==> config.mk <==
export PLATFORM = sky130hd
export DESIGN_NAME = mul_issue
export DESIGN_NICKNAME = d
export VERILOG_FILES = /design/src/rtl/mul_issue.sv
export SDC_FILE = /design/constraint.sdc
export NUM_CORES = 2
export LEC_CHECK = 0
export BUFFER_PORTS_ARGS = -buffer_cell sky130_fd_sc_hd__buf_2
export CAP_MARGIN = 20
export CORE_ASPECT_RATIO = 1.25
export CORE_UTILIZATION = 45
export CTS_CLUSTER_SIZE = 14
export DETAILED_ROUTE_END_ITERATION = 6
export HOLD_SLACK_MARGIN = 0.02
export PLACE_DENSITY = 0.74
export REMOVE_ABC_BUFFERS = 1
export SLEW_MARGIN = 20
export SYNTH_ARGS = -nofsm -noshare
export SYNTH_HDL_FRONTEND = slang
export SYNTH_SLANG_ARGS = --single-unit
==> constraint.sdc <==
create_clock -name clk -period 9.2 [get_ports clk]
set_input_delay 1.38 -clock clk [delete_from_list [all_inputs] [get_ports clk]]
set_output_delay 1.38 -clock clk [all_outputs]
set_load 0.03 [all_outputs]
==> src/rtl/mul_issue.sv <==
// Single-issue wrapper around a combinational 32x32 multiplier: operands are registered,
// held for SETTLE cycles, then the selected product half is captured and handed off.

module mul32 (
    input  logic [31:0] a,
    input  logic [31:0] b,
    input  logic        mode,
    output logic [31:0] lo,
    output logic [31:0] hi
);
    logic [63:0] ext_a;
    logic [63:0] ext_b;
    logic [63:0] prod;

    // Sign-extending to 64 bits makes the truncated unsigned product equal the signed one.
    always_comb begin
        ext_a = {{32{mode & a[31]}}, a};
        ext_b = {{32{mode & b[31]}}, b};
        prod  = ext_a * ext_b;
    end

    assign lo = prod[31:0];
    assign hi = prod[63:32];
endmodule

module mul_issue #(
    parameter int unsigned SETTLE = 2
) (
    input  logic        clk,
    input  logic        rst,
    input  logic        in_valid,
    output logic        in_ready,
    input  logic [1:0]  op,
    input  logic [31:0] a,
    input  logic [31:0] b,
    output logic        out_valid,
    input  logic        out_ready,
    output logic [31:0] result,
    output logic        busy
);
    typedef enum logic [1:0] {
        StIdle = 2'd0,
        StWait = 2'd1,
        StDone = 2'd2
    } state_e;

    localparam logic [1:0] OpMul    = 2'b00;
    localparam logic [1:0] OpMulh   = 2'b01;
    localparam logic [1:0] OpMulhsu = 2'b10;
    localparam logic [1:0] OpMulhu  = 2'b11;

    state_e      state_q;
    logic [3:0]  cnt_q;
    logic [31:0] a_q;
    logic [31:0] b_q;
    logic [1:0]  op_q;
    logic [31:0] result_q;
    logic        out_valid_q;

    logic        mul_mode;
    logic [31:0] mul_lo;
    logic [31:0] mul_hi;
    logic [31:0] sel_res;

    assign mul_mode = ~op_q[1];

    mul32 u_mul32 (
        .a    (a_q),
        .b    (b_q),
        .mode (mul_mode),
        .lo   (mul_lo),
        .hi   (mul_hi)
    );

    // MULHSU runs unsigned and removes the 2^32*b term a negative rs1 would contribute.
    always_comb begin
        sel_res = mul_lo;
        unique case (op_q)
            OpMul:            sel_res = mul_lo;
            OpMulh, OpMulhu:  sel_res = mul_hi;
            OpMulhsu:         sel_res = mul_hi - (a_q[31] ? b_q : 32'd0);
            default:          sel_res = mul_lo;
        endcase
    end

    always_ff @(posedge clk) begin
        if (rst) begin
            state_q     <= StIdle;
            cnt_q       <= 4'd0;
            a_q         <= 32'd0;
            b_q         <= 32'd0;
            op_q        <= 2'd0;
            result_q    <= 32'd0;
            out_valid_q <= 1'b0;
        end else begin
            unique case (state_q)
                StIdle: begin
                    if (in_valid) begin
                        a_q     <= a;
                        b_q     <= b;
                        op_q    <= op;
                        cnt_q   <= 4'(SETTLE);
                        state_q <= StWait;
                    end
                end
                StWait: begin
                    if (cnt_q == 4'd1) begin
                        result_q    <= sel_res;
                        out_valid_q <= 1'b1;
                        cnt_q       <= 4'd0;
                        state_q     <= StDone;
                    end else begin
                        cnt_q <= cnt_q - 4'd1;
                    end
                end
                StDone: begin
                    if (out_ready) begin
                        out_valid_q <= 1'b0;
                        state_q     <= StIdle;
                    end
                end
                default: begin
                    out_valid_q <= 1'b0;
                    state_q     <= StIdle;
                end
            endcase
        end
    end

    assign in_ready  = (state_q == StIdle);
    assign busy      = (state_q != StIdle);
    assign out_valid = out_valid_q;
    assign result    = result_q;
endmodule

==> run summary <==
status: finished with violations
failing checks: negative setup slack
initial antenna violation count: 5
Clock power frac: 5.5%
remaining global-route overflow: 0
slowest cell delay on critical path: 640 ps
Post-Place Worst Slack: -878 ps
Synth Flop Type: dfxtp_1
proportion of layout cells with a drive suffix above 1: 21.6%
post-synthesis sequential area ratio: 4.81%
1st-pass router iterations: 5
FP Rows: 127
vias in the first global route: 40300
H-Tree Depth: 3
synthesized area: 43700 um^2
f_max: 105 MHz
Iter 0 DRT Violations: 2409
cell taking the most area after synthesis: fa_1
pwr dens: 141 nW/um^2
CP required: 9530 ps
Switching Share: 49.0%
switching power: 3660 uW
remaining antenna violation count: 0
I/O pins: 105
synthesis-to-finish area growth: 21.6%
Internal: 3820 uW
CP Data Arrival Time: 9810 ps
Die ar.: 98400 um^2
overall power: 7480 uW
TritonCTS clock tree: built
hold_buf cts: 0
max_cap viols: 0
CTS Sinks: 105
register share of total power: 6.9%
Buf+Inv Stages, Crit Path: 6
Longest Clk Path Bufs: 2
Cells after Synth: 4956
DP HPWL: 119 mm
first-pass GRT wire length: 220 mm
CP max FO: 9
core box area: 96100 um^2
Worst Setup End Kind: register
Slew @ Worst Pin: 949 ps
Die Y: 351 um
initial core utilization: 45.5%
Die W: 281 um
port bufs: 104
RSZ-0062 raised after global routing: yes
Distinct cells, synth: 75
CP most frequent cell: fa_1
via count: 36200
average size of a mapped cell: 8.82 um^2
largest net degree at the start of global routing: 69
vias per cell: 5.31
final worst slack: -280 ps
critical path class: reg2reg
leakage: 0.0257 uW
Rel. slew slack: 36.8%
Final nets: 6966
routed len/inst: 20.6 um
Post-synth EDFFs: 0
YS warnings: 0
final WL: 141 mm
slowest cell on the critical path: fa_2
Slew Viols, Final: 0
Final setup viols: 12
DRC Markers: 0
async set-or-reset flop fraction in the synthesized netlist: 0%
gr usage total: 29.7%
Worst-Skew Late Latency: 420 ps
family with the most delay on the worst path: adder cells
Synth area leaders: fa_1 52%, inv_1 9.6%, nand2_1 7.7%, ha_1 7.0%, and2_1 5.5%
Min Clock Period, post-route: 9480 ps
top-area cell type share of the netlist area: 51.6%
clk_skew: 23.9 ps
Max IR drop VDD: 0.164 mV
Final Hold Fails: 0
Synth Register Bits: 105
Critical Path Start Type: register
combinational share of power: 87.6%
RePlAce Congestion: 0.988
CTS clock-pin slew for the worst setup and hold paths: 100 ps
hold crit path type: reg2reg
Inserted Clock Buffers: 9
CTS root buf: clkbuf_16
final cycle utilization of the critical path: 103%
per-stage QoR:
stage | util, % | cell area, um^2 | setup TNS [ps] | instances | hold WS (ps)
floorplan | - | 42700 | -17170 | 4680 | 465
global placement | 52.4 | 50400 | -8820 | 6723 | 452
detailed placement | 52.4 | 50400 | -10400 | 6723 | 451
CTS | 54.2 | 52100 | -522 | 6787 | 464
global route | 55.3 | 53200 | -7750 | 6820 | 497
finish | 55.3 | 53200 | -1560 | 6822 | 464
logic make-up after synthesis:
family,Yosys count,synth area share [%]
compound gates,458,6.63
xor+xnor,101,2.02
fa+ha+maj,1371,58.6
buf+inv,1399,12.0
flops,105,4.81
mux,3,0.0687
simple gates,1519,15.9
registers in the layout, summed over array words and instances, names as in the netlist:
name	flops
a_q	32
b_q	32
result	32
cnt_q	4
op_q	2
state_q	2
out_valid	1
synth_stat cells, drive strengths merged, types with 3 or more instances:
library cell  number
fa              1126
inv             1121
nand2            892
and2             386
clkbuf           262
ha               245
a21oi            197
nor2             123
dfxtp            105
o21ai             78
xnor2             66
a21o              41
xor2              35
a211oi            21
nor3              21
nand3             19
a31oi             17
nor2b             17
o211ai            17
buf               14
nand4             14
or2               14
and3              11
a31o               7
o21a               7
o21bai             7
o31ai              7
or3                7
a21boi             6
a221oi             6
nand2b             6
o221ai             6
a311oi             5
a2111oi            4
a211o              4
a221o              4
o22ai              4
mux2i              3
nor3b              3
o211a              3
o31a               3
o41ai              3
timing repair:
action | CTS | global route
pin swaps | 139 | 177
endpoints found under the hold margin | 0 | 0
gates cloned | 2 | 0
setup endpoints to repair | 23 | 24
buffers inserted | 48 | 37
resized for setup | 262 | 195
metal layers:
| metal | track usage (%) | wire (um) |
|---|---|---|
| met5 | 0 | 20 |
| met4 | 19.6 | 11500 |
| met3 | 4.59 | 9130 |
| met2 | 52.7 | 71400 |
| met1 | 33.0 | 48600 |
worst reg2reg max path, delay by kind of cell, from the launching register on:
kind            cells  cell delay [ps]
flops               1              400
compound gates     12             2350
buf+inv             6              500
xor+xnor            2              380
fa+ha+maj          10             4700
simple gates        8             1090
power groups by stage:
stage	clock network, uW	logic [uW]	registers, uW
3_5_place_dp	0	5230	522
5_1_grt	434	7030	516
4_1_cts	420	5860	513
3_3_place_gp	0	5180	521
6_report	414	6550	514
2_1_floorplan	0	2720	600
path summary, 6_finish.rpt:
check | startpoint | to | slack (ps) | cells past startpoint
max | a_q[13]$_SDFFE_PP0P_ | result[30]$_SDFFE_PP0P_ | -280 | 38
min | result[22]$_SDFFE_PP0P_ | result[22]$_SDFFE_PP0P_ | 460 | 2
min reg2reg | result[22]$_SDFFE_PP0P_ | result[22]$_SDFFE_PP0P_ | 460 | 2
max reg2reg | a_q[13]$_SDFFE_PP0P_ | result[30]$_SDFFE_PP0P_ | -280 | 38
cell usage in the layout, fill, tap and decap left out, types with 9 or more instances in the layout:
master	instances
fa_1	1099
inv_1	1083
nand2_1	880
buf_4	626
and2_1	371
ha_1	210
a21oi_1	150
nor2_1	113
buf_2	104
dfxtp_1	72
buf_12	62
xnor2_1	53
a21o_1	41
a21oi_2	40
buf_6	40
inv_2	38
o21ai_0	37
ha_4	29
xor2_1	28
fa_2	27
o21ai_1	23
dfxtp_2	18
nor3_1	17
nand3_1	16
o211ai_1	16
o21ai_2	15
dfxtp_4	15
or2_2	14
nand4_1	14
and2_4	14
a211oi_1	13
nor2b_1	12
a31oi_1	12
xnor2_2	11
nand2_2	9
clkbuf_16	9
final cells by class:
type	instances	area, um^2
clock inverters	5	38.8
diodes	3	7.51
clock buffers	10	239
flip-flops and latches	105	2180
fillers	8343	43000
inverters	1123	4220
repair buffers	834	6950
well taps	1290	1610
multi-input cells	3452	37900
Note: power is estimated with default switching activity, not from simulation.
